### src/rtl/stream_buffer_ctrl_pkg.sv
// Shared types and constants for the stream buffer prefetch controller.
// The optional 4 KiB page guard is enabled with the SB_CTRL_PAGE_GUARD_EN macro.
package stream_buffer_ctrl_pkg;

    // Controller sequencing states
    typedef enum logic [1:0] {
        S_IDLE,
        S_LOOKUP,
        S_WAIT_HIT,
        S_ISSUE
    } sb_ctrl_state_t;

    localparam int unsigned SB_PAGE_BYTES = 4096;

    // Width of a line label (tag + index) for a 32-bit byte address.
    function automatic int unsigned sb_label_width(input int unsigned line_width);
        return 32 - $clog2(line_width / 8);
    endfunction

    // Number of low label bits that select a line inside one page.
    function automatic int unsigned sb_page_label_bits(input int unsigned line_width);
        return $clog2(SB_PAGE_BYTES) - $clog2(line_width / 8);
    endfunction

endpackage

### src/rtl/stream_buffer_ctrl_if.sv
// Bundle of the cache-miss handshake and the stream buffer label/inv/data
// signals. The controller uses the slave modport; the cache/buffer side
// uses the master modport.
interface stream_buffer_ctrl_if
    import stream_buffer_ctrl_pkg::*;
#(
    parameter int LINE_WIDTH  = 256,
    parameter int LABEL_WIDTH = int'(sb_label_width(LINE_WIDTH))
);
    // Cache miss path
    logic [LABEL_WIDTH-1:0] req_label;
    logic                   req_vld;
    logic                   req_rdy;
    logic                   resp_vld;
    logic                   resp_hit;
    logic [LINE_WIDTH-1:0]  resp_data;
    logic                   flush;

    // Stream buffer side
    logic [LABEL_WIDTH-1:0] sb_label_i;
    logic                   sb_label_i_rdy;
    logic                   sb_inv;
    logic [LABEL_WIDTH-1:0] sb_label_o;
    logic                   sb_label_o_vld;
    logic [LINE_WIDTH-1:0]  sb_data;
    logic                   sb_data_vld;

    modport slave (
        input  req_label, req_vld, flush,
        input  sb_label_o, sb_label_o_vld, sb_data, sb_data_vld,
        output req_rdy, resp_vld, resp_hit, resp_data,
        output sb_label_i, sb_label_i_rdy, sb_inv
    );

    modport master (
        output req_label, req_vld, flush,
        output sb_label_o, sb_label_o_vld, sb_data, sb_data_vld,
        input  req_rdy, resp_vld, resp_hit, resp_data,
        input  sb_label_i, sb_label_i_rdy, sb_inv
    );

endinterface

### src/rtl/stream_buffer_ctrl.sv
// Stream buffer prefetch sequencer: looks up each cache miss in the stream
// buffer, returns the line on a hit, then re-targets the buffer to the next
// sequential line (invalidating it on a miss).
// Optional: define SB_CTRL_PAGE_GUARD_EN to suppress prefetch across a
// 4 KiB page boundary.
module stream_buffer_ctrl
    import stream_buffer_ctrl_pkg::*;
#(
    parameter int LINE_WIDTH = 256
) (
    input  logic                clk,
    input  logic                rst,   // asynchronous, active-low
    stream_buffer_ctrl_if.slave bus
);

    localparam int LABEL_WIDTH = int'(sb_label_width(LINE_WIDTH));

    typedef logic [LABEL_WIDTH-1:0] label_t;

    sb_ctrl_state_t        state_q, state_d;
    label_t                lbl_q, lbl_d;     // label of the request in service
    label_t                tgt_q, tgt_d;     // prefetch target driven to the buffer
    logic                  resp_vld_q, resp_vld_d;
    logic                  resp_hit_q, resp_hit_d;
    logic [LINE_WIDTH-1:0] resp_data_q, resp_data_d;

    logic   req_rdy_c;
    logic   accept;
    logic   lbl_match;
    logic   tgt_match;
    logic   inv_c;
    logic   issue_c;
    logic   prefetch_ok;
    label_t lbl_inc;

    // Next sequential line; all-ones wraps to zero naturally.
    assign lbl_inc = lbl_q + label_t'(1);

`ifdef SB_CTRL_PAGE_GUARD_EN
    localparam int PAGE_BITS = int'(sb_page_label_bits(LINE_WIDTH));
    // A next line at page offset zero lives in a different page: no prefetch.
    assign prefetch_ok = (lbl_inc[PAGE_BITS-1:0] != '0);
`else
    assign prefetch_ok = 1'b1;
`endif

    // Requests are taken only when idle or re-targeting; flush blocks them,
    // and nothing is offered while reset is held.
    assign req_rdy_c = rst && !bus.flush && (state_q == S_IDLE || state_q == S_ISSUE);
    assign accept    = bus.req_vld && req_rdy_c;
    assign lbl_match = bus.sb_label_o_vld && (bus.sb_label_o == lbl_q);
    assign tgt_match = bus.sb_label_o_vld && (bus.sb_label_o == tgt_q);

    // Next-state, response and buffer-control decode; flush overrides all.
    always_comb begin
        state_d     = state_q;
        lbl_d       = lbl_q;
        tgt_d       = tgt_q;
        resp_vld_d  = 1'b0;
        resp_hit_d  = resp_hit_q;
        resp_data_d = resp_data_q;
        inv_c       = 1'b0;
        issue_c     = 1'b0;

        if (bus.flush) begin
            inv_c   = 1'b1;
            state_d = S_IDLE;
            // An outstanding request still owes the cache exactly one answer.
            if (state_q == S_LOOKUP || state_q == S_WAIT_HIT) begin
                resp_vld_d = 1'b1;
                resp_hit_d = 1'b0;
            end
        end else begin
            unique case (state_q)
                S_IDLE: begin
                    if (accept) begin
                        lbl_d   = bus.req_label;
                        state_d = S_LOOKUP;
                    end
                end
                S_LOOKUP: begin
                    if (lbl_match && bus.sb_data_vld) begin
                        resp_vld_d  = 1'b1;
                        resp_hit_d  = 1'b1;
                        resp_data_d = bus.sb_data;
                        tgt_d       = lbl_inc;
                        state_d     = prefetch_ok ? S_ISSUE : S_IDLE;
                    end else if (lbl_match) begin
                        state_d = S_WAIT_HIT;
                    end else begin
                        // Buffer holds an unrelated stream: drop it and restart.
                        resp_vld_d = 1'b1;
                        resp_hit_d = 1'b0;
                        inv_c      = 1'b1;
                        tgt_d      = lbl_inc;
                        state_d    = prefetch_ok ? S_ISSUE : S_IDLE;
                    end
                end
                S_WAIT_HIT: begin
                    if (lbl_match && bus.sb_data_vld) begin
                        resp_vld_d  = 1'b1;
                        resp_hit_d  = 1'b1;
                        resp_data_d = bus.sb_data;
                        tgt_d       = lbl_inc;
                        state_d     = prefetch_ok ? S_ISSUE : S_IDLE;
                    end else if (!lbl_match) begin
                        // Buffer lost the line mid-fetch; let the cache fill it.
                        resp_vld_d = 1'b1;
                        resp_hit_d = 1'b0;
                        tgt_d      = lbl_inc;
                        state_d    = prefetch_ok ? S_ISSUE : S_IDLE;
                    end
                end
                S_ISSUE: begin
                    if (accept) begin
                        lbl_d   = bus.req_label;
                        state_d = S_LOOKUP;
                    end else begin
                        // Hold the target until the buffer reports it as its label.
                        issue_c = 1'b1;
                        if (tgt_match) begin
                            state_d = S_IDLE;
                        end
                    end
                end
                default: state_d = S_IDLE;
            endcase
        end
    end

    // State and response registers with asynchronous active-low reset.
    always_ff @(posedge clk or negedge rst) begin
        if (!rst) begin
            state_q     <= S_IDLE;
            lbl_q       <= '0;
            tgt_q       <= '0;
            resp_vld_q  <= 1'b0;
            resp_hit_q  <= 1'b0;
            resp_data_q <= '0;
        end else begin
            state_q     <= state_d;
            lbl_q       <= lbl_d;
            tgt_q       <= tgt_d;
            resp_vld_q  <= resp_vld_d;
            resp_hit_q  <= resp_hit_d;
            resp_data_q <= resp_data_d;
        end
    end

    assign bus.req_rdy        = req_rdy_c;
    assign bus.resp_vld       = resp_vld_q;
    assign bus.resp_hit       = resp_hit_q;
    assign bus.resp_data      = resp_data_q;
    assign bus.sb_label_i     = tgt_q;
    assign bus.sb_label_i_rdy = issue_c;
    assign bus.sb_inv         = rst && inv_c;

endmodule

### src/flat_wrapper.sv
// flat-port wrapper written by rule: the top's interface ports become plain ports
module stream_buffer_ctrl_flat import stream_buffer_ctrl_pkg::*;
#(
    parameter int LINE_WIDTH = 256
)
  (clk, rst, bus_req_label, bus_req_vld, bus_flush, bus_sb_label_o, bus_sb_label_o_vld, bus_sb_data, bus_sb_data_vld, bus_req_rdy, bus_resp_vld, bus_resp_hit, bus_resp_data, bus_sb_label_i, bus_sb_label_i_rdy, bus_sb_inv);
  stream_buffer_ctrl_if #(.LINE_WIDTH(LINE_WIDTH)) bus_i ();
  input  logic clk;
  input  logic rst;
  input wire logic [$bits(bus_i.req_label)-1:0] bus_req_label;
  input wire logic [$bits(bus_i.req_vld)-1:0] bus_req_vld;
  input wire logic [$bits(bus_i.flush)-1:0] bus_flush;
  input wire logic [$bits(bus_i.sb_label_o)-1:0] bus_sb_label_o;
  input wire logic [$bits(bus_i.sb_label_o_vld)-1:0] bus_sb_label_o_vld;
  input wire logic [$bits(bus_i.sb_data)-1:0] bus_sb_data;
  input wire logic [$bits(bus_i.sb_data_vld)-1:0] bus_sb_data_vld;
  output wire logic [$bits(bus_i.req_rdy)-1:0] bus_req_rdy;
  output wire logic [$bits(bus_i.resp_vld)-1:0] bus_resp_vld;
  output wire logic [$bits(bus_i.resp_hit)-1:0] bus_resp_hit;
  output wire logic [$bits(bus_i.resp_data)-1:0] bus_resp_data;
  output wire logic [$bits(bus_i.sb_label_i)-1:0] bus_sb_label_i;
  output wire logic [$bits(bus_i.sb_label_i_rdy)-1:0] bus_sb_label_i_rdy;
  output wire logic [$bits(bus_i.sb_inv)-1:0] bus_sb_inv;
  assign bus_i.req_label = bus_req_label;
  assign bus_i.req_vld = bus_req_vld;
  assign bus_i.flush = bus_flush;
  assign bus_i.sb_label_o = bus_sb_label_o;
  assign bus_i.sb_label_o_vld = bus_sb_label_o_vld;
  assign bus_i.sb_data = bus_sb_data;
  assign bus_i.sb_data_vld = bus_sb_data_vld;
  assign bus_req_rdy = bus_i.req_rdy;
  assign bus_resp_vld = bus_i.resp_vld;
  assign bus_resp_hit = bus_i.resp_hit;
  assign bus_resp_data = bus_i.resp_data;
  assign bus_sb_label_i = bus_i.sb_label_i;
  assign bus_sb_label_i_rdy = bus_i.sb_label_i_rdy;
  assign bus_sb_inv = bus_i.sb_inv;
  stream_buffer_ctrl #(.LINE_WIDTH(LINE_WIDTH)) u_core (.clk(clk), .rst(rst), .bus(bus_i));
endmodule
### config.mk
export PLATFORM = sky130hd
export DESIGN_NAME = stream_buffer_ctrl_flat
export DESIGN_NICKNAME = d
export VERILOG_FILES = /design/src/rtl/stream_buffer_ctrl_pkg.sv /design/src/rtl/stream_buffer_ctrl_if.sv /design/src/rtl/stream_buffer_ctrl.sv /design/src/flat_wrapper.sv
export SDC_FILE = /design/constraint.sdc
export NUM_CORES = 1
export LEC_CHECK = 0
export BUFFER_PORTS_ARGS = -buffer_cell sky130_fd_sc_hd__buf_2
export CORE_AREA = 2 2 238 240
export DETAILED_ROUTE_END_ITERATION = 10
export DIE_AREA = 0 0 240 242
export PLACE_DENSITY = 0.46
export SLEW_MARGIN = 20
export SYNTH_ARGS = -nofsm -noshare
export SYNTH_HDL_FRONTEND = slang
export SYNTH_SLANG_ARGS = --single-unit
### constraint.sdc
create_clock -name clk -period 4.38 [get_ports clk]
set_input_delay 1.314 -clock clk [delete_from_list [all_inputs] [get_ports clk]]
set_output_delay 1.314 -clock clk [all_outputs]
set_load 0.1 [all_outputs]
==> flow_metrics.env, run 1 <==
export IMPL_synth_simple_area_share_pct=3.74
export IMPL_io_buffers=603
export IMPL_ys_warn_count=0
export IMPL_peakVddDrop_mv=0.561
export IMPL_routed_wl_um=46900
export IMPL_grt_max_degree=146
export IMPL_cts_buffers=39
export IMPL_drtAntennaViolNets=0
export IMPL_clkLatencyLatePin_ns=0.55
export IMPL_synthTopCellsByArea="dfrtp_1 57%, mux2_4 20%, mux2_1 4.9%, mux2_2 3.4%, buf_12 3.2%"
export IMPL_fin_crit_ns=4.34
export IMPL_synth_cell_area_mm2=0.0138
export IMPL_vias=9507
export IMPL_ys_flop_type="dfrtp_1"
export IMPL_yosys_area_share_adder_pct=0.453
export IMPL_fmax_ghz=0.231
export IMPL_skew_ns=0.0170
export IMPL_synth_async_reset_ratio_pct=100
export IMPL_synth_xor_area_share_pct=5.01
export IMPL_track_usage_pct=15.7
export IMPL_post_cts_buffers=0
export IMPL_synth_top_cell_area_share_pct=56.9
export IMPL_fin_crit_sh_pct=99.0
export IMPL_cts_reportedPaths_clkPinSlew_ns=0.05
export IMPL_dp_hpwl_um=37000
export IMPL_cap_viol_max_count=0
export IMPL_cp_slowest_cell="or4_4"
export IMPL_fin_util_pct=34.1
export IMPL_fp_dieH_um=242
export IMPL_ys_types=37
export IMPL_dr_first_iter_drc_count=270
export IMPL_htreeDepth=2
export IMPL_final_max_slew_violation_count=0
export IMPL_path_max_fanout=2
export IMPL_crit_path_start_kind="input port"
export IMPL_power_density_mw_per_mm2=478
export IMPL_critPathKind="in2out"
export IMPL_setup_viol=0
export IMPL_synth_common_cells="314 x dfrtp_1, 180 x mux2_4, 60 x mux2_1"
export IMPL_wire_per_inst_um=20.3
export IMPL_drive_gt1_share_pct=60.5
export IMPL_synth_compound_area_share_pct=1.67
export IMPL_min_path_cells=1
export IMPL_die_area_mm2=0.0581
export IMPL_first_global_vias=10133
export IMPL_syn_area_per_cell_um2=15.9
export IMPL_slew_headroom_pct=42.3
export IMPL_path_cells="buf_2, xnor2_1, nand4_1, or4_4, or2_4, a21oi_2, nor2b_2, buf_6"
export IMPL_critical_path_max_stage_delay_ns=0.59
export IMPL_critPathCaptureType="output port"
export IMPL_routed_via_density=4.12
export IMPL_place_congestion=0.889
export IMPL_grt_pass1_wl_um=67300
export IMPL_clock_path_buffers=3
export IMPL_die_w_um=240
export IMPL_rsz0062_at_grt="false"
export IMPL_ioPinCount=604
export IMPL_synth_fp_nets=1190
export IMPL_synth_seq_cells=314
export IMPL_area_delta_synth_final_pct=37.9
export IMPL_initial_utilization_pct=24.8
export IMPL_cts_tree="built"
export IMPL_grt_antenna_before_repair=29
export IMPL_tightest_slew_ns=0.866
export IMPL_p_leak_uw=0.0103
export IMPL_placementRows=87
export IMPL_seqCellArea_mm2=0.00786
export IMPL_synth_top_family_by_area="multiplexers"
export IMPL_yosys_area_top_type="dfrtp_1"
export IMPL_gr_total_overflow=0
export IMPL_synthMuxAreaShare_pct=27.9
export IMPL_ctsHoldBuffers=0
export IMPL_r2r_cells=9
export IMPL_n_fill_cell=5620
export IMPL_multi_input_area_mm2=0.00539
export IMPL_hold_violations=0
export IMPL_syn_inst=869
export IMPL_core_area_mm2=0.0557
export IMPL_holdWs_ns=0.476
export IMPL_cp_required_ns=3.07
export IMPL_outcome="finished clean"
export IMPL_cp_data_arrival_time_ns=3.02
export IMPL_dr_pass1_iters=4
export IMPL_yosysSeqAreaShare_pct=56.9
export IMPL_clock_sinks=314
export IMPL_root_buffer="clkbuf_16"
export IMPL_drc=0
export IMPL_min_path_type="reg2reg"
export IMPL_synth_edf_count=0
export IMPL_synth_most_common_cell="dfrtp_1"
export IMPL_fin_nets=1829
[worst paths after layout]
path,startpoint,endpoint,slack [ns]
worst min register to register,u_core.bus.resp_data[94],u_core.bus.resp_data[94],0.48
worst max register to register,u_core.lbl_q[11],u_core.bus.resp_data[183],1.37
max in group asynchronous,rst,u_core.bus.resp_data[91],2.23
min in group asynchronous,rst,u_core.lbl_q[13],0.89
worst min-delay path,u_core.bus.resp_data[94],u_core.bus.resp_data[94],0.48
worst max-delay path,bus_sb_label_o[11],bus_sb_inv,0.04
[final cells by class]
| class | count | share of cell area (%) |
|---|---|---|
| inverter | 8 | 0.158 |
| clock inverter | 16 | 1.05 |
| timing repair buffer | 637 | 18.2 |
| antenna | 14 | 0.184 |
| multi-input combinational | 508 | 28.3 |
| tap | 756 | 4.97 |
| sequential | 314 | 41.3 |
| clock buffer | 54 | 5.85 |
[critical path, delay by kind of cell]
family	cells	cell delay [ns]
AND/OR/NAND/NOR	4	1.10
XOR/XNOR	1	0.13
buffers and inverters	2	0.30
AO/OA/AOI/OAI	1	0.17
[repair_timing]
item                                    CTS  global route
endpoints found under the setup margin    1             1
hold endpoints to repair                  0             0
gates resized for setup                   3             2
pin swaps                                 0             0
[layer usage]
layer,GRT usage [%],wire length (um),vias up,part of all wire (%)
met2,29.2,24700,378,53
li1,-,-,4339,-
met4,4.91,1390,6,3.0
met3,5.90,4410,89,9.4
met5,0,34,-,0.073
met1,16.0,16300,4695,35
[power breakdown]
part / total [uW] / internal, uW / switching, uW
sequential: 3590 / 3160 / 430
combinational: 2190 / 661 / 1530
clock: 3310 / 2020 / 1290
[logic make-up (layout without fill, tap and decap cells)]
logic type,count (synthesis),count (layout)
and+or+nand+nor,102,102
DFF,314,314
buffers and inverters,47,715
other,0,14
adders and majority gates,5,5
muxes,282,282
xor gates and xnor gates,79,79
AOI/OAI and AO/OA,40,40
[through the flow]
step / cells / power (uW) / cell area, um^2 / setup slack, ns / TNS, ns
finish: 2307 / 9090 / 19000 / 0.0440 / 0
global route: 2298 / 9540 / 19000 / 0.0295 / 0
CTS: 2293 / 9220 / 19000 / 0.0306 / 0
detailed placement: 2223 / 5830 / 17700 / -0.0964 / -0.0964
global placement: 2223 / 5820 / 17700 / -0.0880 / -0.0880
floorplan: 869 / 5090 / 13800 / 0.0666 / 0
[flip-flops by register name (all words and copies together), names as in the netlist]
register / cells
u_core.state_q: 2
u_core.bus.sb_label_i: 27
u_core.lbl_q: 27
u_core.bus.resp_vld: 1
u_core.bus.resp_data: 256
u_core.bus.resp_hit: 1
[cells in the final DEF (no fill, tap or decap), types with 5 or more instances in the layout]
cell type,count
buf_2,600
dfrtp_1,314
mux2_4,180
mux2_1,60
xor2_1,50
mux2_2,42
nand2_1,41
clkbuf_16,40
o21ai_0,28
xnor2_1,27
buf_4,22
diode_2,14
nand4_1,13
nor2_1,13
buf_12,13
nor4_1,12
inv_1,8
clkinv_2,8
clkbuf_1,8
nand3_1,7
clkbuf_8,6
ha_1,5
Power figures use the tool's default switching activity.
==> run 2, diff against run 1 <==
==> constraint.sdc (replaced) <==
create_clock -name clk -period 4.38 [get_ports clk]
set_input_delay 0.876 -clock clk [delete_from_list [all_inputs] [get_ports clk]]
set_output_delay 0.876 -clock clk [all_outputs]
set_load 0.1 [all_outputs]
==> flow_metrics.env, run 2 (synthesis results as in run 1) <==
export IMPL_n_fill_cell=5696
export IMPL_grt_pass1_wl_um=64100
export IMPL_seqCellArea_mm2=0.00786
export IMPL_path_max_fanout=7
export IMPL_fp_dieH_um=242
export IMPL_power_total_uw=8770
export IMPL_outcome="finished clean"
export IMPL_track_usage_pct=14.7
export IMPL_root_buffer="clkbuf_16"
export IMPL_die_area_mm2=0.0581
export IMPL_largest_reg_flops=256
export IMPL_area_delta_synth_final_pct=35.3
export IMPL_io_buffers=603
export IMPL_layout_common_cells="602 x buf_2, 314 x dfrtp_1, 180 x mux2_4"
export IMPL_final_max_slew_violation_count=0
export IMPL_place_congestion=0.832
export IMPL_min_path_type="in2async"
export IMPL_dr_first_iter_drc_count=360
export IMPL_clock_sinks=314
export IMPL_skew_ns=0.0184
export IMPL_cap_viol_max_count=0
export IMPL_first_global_vias=9795
export IMPL_postPlaceCellArea_mm2=0.0174
export IMPL_vias=9359
export IMPL_grt_max_degree=146
export IMPL_wire_per_inst_um=19.4
export IMPL_fin_util_pct=33.5
export IMPL_routed_via_density=4.11
export IMPL_gr_total_overflow=0
export IMPL_ctsHoldBuffers=0
export IMPL_crit_path_start_kind="flip-flop"
export IMPL_slew_headroom_pct=37.3
export IMPL_peakVddDrop_mv=0.550
export IMPL_met1_usage_pct=16.3
export IMPL_drtAntennaViolNets=0
export IMPL_hold_violations=0
export IMPL_multi_input_area_mm2=0.00537
export IMPL_layout_commonest_cell="buf_2"
export IMPL_busiest_layer="met2"
export IMPL_fmax_ghz=0.265
export IMPL_setup_viol=0
export IMPL_rsz0062_at_grt="false"
export IMPL_power_density_mw_per_mm2=470
export IMPL_drive_gt1_share_pct=59.6
export IMPL_cts_buffers=39
export IMPL_ioPinCount=604
export IMPL_stdcell_area_mm2=0.0187
export IMPL_cts_resized=0
export IMPL_grt_antenna_before_repair=21
export IMPL_setup_tns_ns=0
export IMPL_clock_path_buffers=3
export IMPL_holdWs_ns=0.195
export IMPL_dp_hpwl_um=33800
export IMPL_dr_pass1_iters=4
export IMPL_critPathKind="reg2out"
export IMPL_cts_tree="built"
export IMPL_met3_usage_pct=5.41
export IMPL_cp_data_arrival_time_ns=2.90
export IMPL_clkLatencyLatePin_ns=0.55
export IMPL_placementRows=87
export IMPL_cts_reportedPaths_clkPinSlew_ns=0.06
export IMPL_die_w_um=240
export IMPL_cp_required_ns=3.50
export IMPL_fin_crit_ns=3.78
export IMPL_initial_utilization_pct=24.8
export IMPL_drc=0
export IMPL_fin_crit_sh_pct=86.3
export IMPL_routed_wl_um=44100
export IMPL_critPathCaptureType="output port"
export IMPL_grt_use_met2_pct=25.8
export IMPL_core_area_mm2=0.0557
export IMPL_htreeDepth=2
export IMPL_tightest_slew_ns=0.940
export IMPL_p_leak_uw=0.0101
export IMPL_fin_nets=1811
export IMPL_post_cts_buffers=0
-- run 2: critical path, stage by stage, from the launching register on --
cell     delay, ns
dfrtp_1       0.48
xnor2_1       0.19
nand4_1       0.22
or4_4         0.62
or2_4         0.29
a21oi_1       0.17
nor2b_1       0.09
buf_2         0.30
-- run 2: cell type report --
cell class	count	share of cell area, %
timing repair buffer	619	17.3
clock inverter	9	0.342
tap	756	5.07
antenna	5	0.0670
inverter	8	0.161
sequential	314	42.1
clock buffer	59	6.22
multi-input combinational	508	28.7
-- run 2: final timing paths --
path / start / endpoint / slack (ns) / cells past startpoint
setup reg to reg: u_core.lbl_q[11] / u_core.bus.resp_data[151] / 1.29 / 8
setup / recovery: u_core.lbl_q[11] / bus_sb_inv / 0.60 / 7
min in group clk: u_core.bus.resp_data[147] / u_core.bus.resp_data[147] / 0.48 / 1
hold / removal: rst / u_core.bus.resp_data[54] / 0.20 / 1
hold reg to reg: u_core.bus.resp_data[147] / u_core.bus.resp_data[147] / 0.48 / 1
max in group asynchronous: rst / u_core.bus.resp_data[1] / 3.03 / 2
-- run 2: report_power, final --
group	switching, uW	total [uW]	internal, uW
combinational	1530	2150	619
sequential	379	3540	3160
clock	1250	3080	1830
total	3160	8770	5610
-- run 2: metrics by stage --
stage | cells | setup WS (ns)
5_1_grt | 2276 | 0.495
2_1_floorplan | 869 | 0.533
3_3_place_gp | 2205 | 0.627
6_report | 2278 | 0.602
4_1_cts | 2273 | 0.534
3_5_place_dp | 2205 | 0.663
-- run 2: per-layer routing --
layer	up-vias	share of wire [%]
met5	-	0.20
met4	14	2.8
met3	91	9.2
met2	372	50
met1	4600	37
li1	4282	-
==> run 3, diff against run 2 <==
--- a/config.mk
+++ b/config.mk
@@ -5,6 +5,7 @@
 export SDC_FILE = /design/constraint.sdc
 export NUM_CORES = 1
 export LEC_CHECK = 0
+export ABC_CLOCK_PERIOD_IN_PS = 4150
 export BUFFER_PORTS_ARGS = -buffer_cell sky130_fd_sc_hd__buf_2
 export CORE_AREA = 2 2 238 240
 export DETAILED_ROUTE_END_ITERATION = 10
==> constraint.sdc (replaced) <==
create_clock -name clk -period 4.15 [get_ports clk]
set_input_delay 0.83 -clock clk [delete_from_list [all_inputs] [get_ports clk]]
set_output_delay 0.83 -clock clk [all_outputs]
set_load 0.1 [all_outputs]
==> flow_metrics.env, run 3 (synthesis results as in run 1) <==
export IMPL_power_density_mw_per_mm2=503
export IMPL_drc=0
export IMPL_fmax_ghz=0.266
export IMPL_power_total_uw=9430
export IMPL_critPathCaptureType="output port"
export IMPL_io_buffers=603
export IMPL_cp_top_family="simple AND/OR/NAND/NOR gates"
export IMPL_critPathKind="reg2out"
export IMPL_peakVddDrop_mv=0.639
export IMPL_placedCellCount=2209
export IMPL_dr_pass1_iters=4
export IMPL_critical_path_max_stage_delay_ns=0.62
export IMPL_path_max_fanout=7
export IMPL_fp_dieH_um=242
export IMPL_area_delta_synth_final_pct=36.0
export IMPL_clkLatencyLatePin_ns=0.54
export IMPL_min_path_type="in2async"
export IMPL_grt_max_degree=150
export IMPL_path_buf_inv=1
export IMPL_fin_crit_ns=3.77
export IMPL_stdcell_count=2284
export IMPL_cap_viol_max_count=0
export IMPL_cts_reportedPaths_clkPinSlew_ns=0.06
export IMPL_grt_antenna_before_repair=22
export IMPL_placementRows=87
export IMPL_postPlaceCellArea_mm2=0.0175
export IMPL_place_congestion=0.823
export IMPL_core_area_mm2=0.0557
export IMPL_ctsHoldBuffers=0
export IMPL_wire_per_inst_um=19.5
export IMPL_cts_resized=0
export IMPL_crit_path_start_kind="flip-flop"
export IMPL_slew_headroom_pct=34.4
export IMPL_outcome="finished clean"
export IMPL_track_usage_pct=14.8
export IMPL_final_max_slew_violation_count=0
export IMPL_htreeDepth=2
export IMPL_setup_tns_ns=0
export IMPL_fin_crit_sh_pct=90.7
export IMPL_dr_first_iter_drc_count=312
export IMPL_skew_ns=0.0137
export IMPL_cts_tree="built"
export IMPL_p_leak_uw=0.0101
export IMPL_hold_violations=0
export IMPL_dp_hpwl_um=34400
export IMPL_stdcell_area_mm2=0.0188
export IMPL_multi_input_area_mm2=0.00537
export IMPL_ioPinCount=604
export IMPL_die_area_mm2=0.0581
export IMPL_cp_slowest_cell="or4_4"
export IMPL_largest_reg_flops=256
export IMPL_die_w_um=240
export IMPL_path_cells="xnor2_1, nand4_1, or4_4, or2_4, a21oi_1, nor2b_1, buf_2"
export IMPL_clock_path_buffers=3
export IMPL_root_buffer="clkbuf_16"
export IMPL_cp_data_arrival_time_ns=2.94
export IMPL_routed_wl_um=44600
export IMPL_drtAntennaViolNets=0
export IMPL_n_fill_cell=5698
export IMPL_cp_required_ns=3.32
export IMPL_tightest_slew_ns=0.984
export IMPL_vias=9453
export IMPL_gr_total_overflow=0
export IMPL_seqCellArea_mm2=0.00786
export IMPL_post_cts_buffers=0
export IMPL_routed_via_density=4.14
export IMPL_initial_utilization_pct=24.8
export IMPL_setup_viol=0
export IMPL_clock_sinks=314
export IMPL_layout_commonest_cell="buf_2"
export IMPL_grt_pass1_wl_um=64400
export IMPL_first_global_vias=9884
export IMPL_cts_buffers=39
export IMPL_fin_nets=1815
export IMPL_layout_common_cells="602 x buf_2, 314 x dfrtp_1, 180 x mux2_4"
export IMPL_rsz0062_at_grt="false"
export IMPL_drive_gt1_share_pct=60.0
## run 3: changes by cell type in the layout (fill, tap and decap cells not counted), sizes merged
cell      change
buf           +4
clkbuf        -3
bufinv        +2
clkinvlp      +2
diode         +2
inv           -2
clkinv        +1
## run 3: stage by stage
stage               hold slack, ns  utilization, %  setup slack [ns]
global route                 0.181            33.7             0.242
global placement             0.462            31.3             0.450
CTS                          0.161            33.6             0.277
finish                       0.190            33.7             0.385
floorplan                    0.516               -             0.395
detailed placement           0.469            31.3             0.467
## run 3: layer usage
layer / part of all wire [%] / GRT usage, % / vias up
li1: - / - / 4296
met1: 37 / 16.4 / 4659
met2: 49 / 25.6 / 385
met3: 9.6 / 5.64 / 101
met4: 3.5 / 5.54 / 12
met5: 0.17 / 0 / -
## run 3: final cells by class
| type | count | share of cell area [%] |
|---|---|---|
| sequential | 314 | 41.9 |
| multi-input combinational | 508 | 28.6 |
| timing repair buffer | 623 | 17.3 |
| clock buffer | 56 | 6.25 |
| tap | 756 | 5.04 |
| clock inverter | 12 | 0.634 |
| inverter | 8 | 0.160 |
| antenna | 7 | 0.0934 |
## run 3: path summary, 6_finish.rpt
| path | start | endpoint | slack, ns | cells after the start |
|---|---|---|---|---|
| worst max-delay path | u_core.lbl_q[11] | bus_sb_inv | 0.38 | 7 |
| min in group clk | u_core.bus.resp_data[253] | u_core.bus.resp_data[253] | 0.48 | 1 |
| worst max register to register | u_core.lbl_q[11] | u_core.bus.resp_data[14] | 1.07 | 7 |
| max in group asynchronous | rst | u_core.bus.resp_data[78] | 1.94 | 3 |
| worst min-delay path | rst | u_core.lbl_q[8] | 0.19 | 1 |
| worst min register to register | u_core.bus.resp_data[253] | u_core.bus.resp_data[253] | 0.48 | 1 |
## run 3: where the power goes
group / switching, uW / internal [uW] / total (uW)
sequential: 401 / 3340 / 3740
combinational: 1630 / 659 / 2290
clock: 1330 / 2080 / 3410
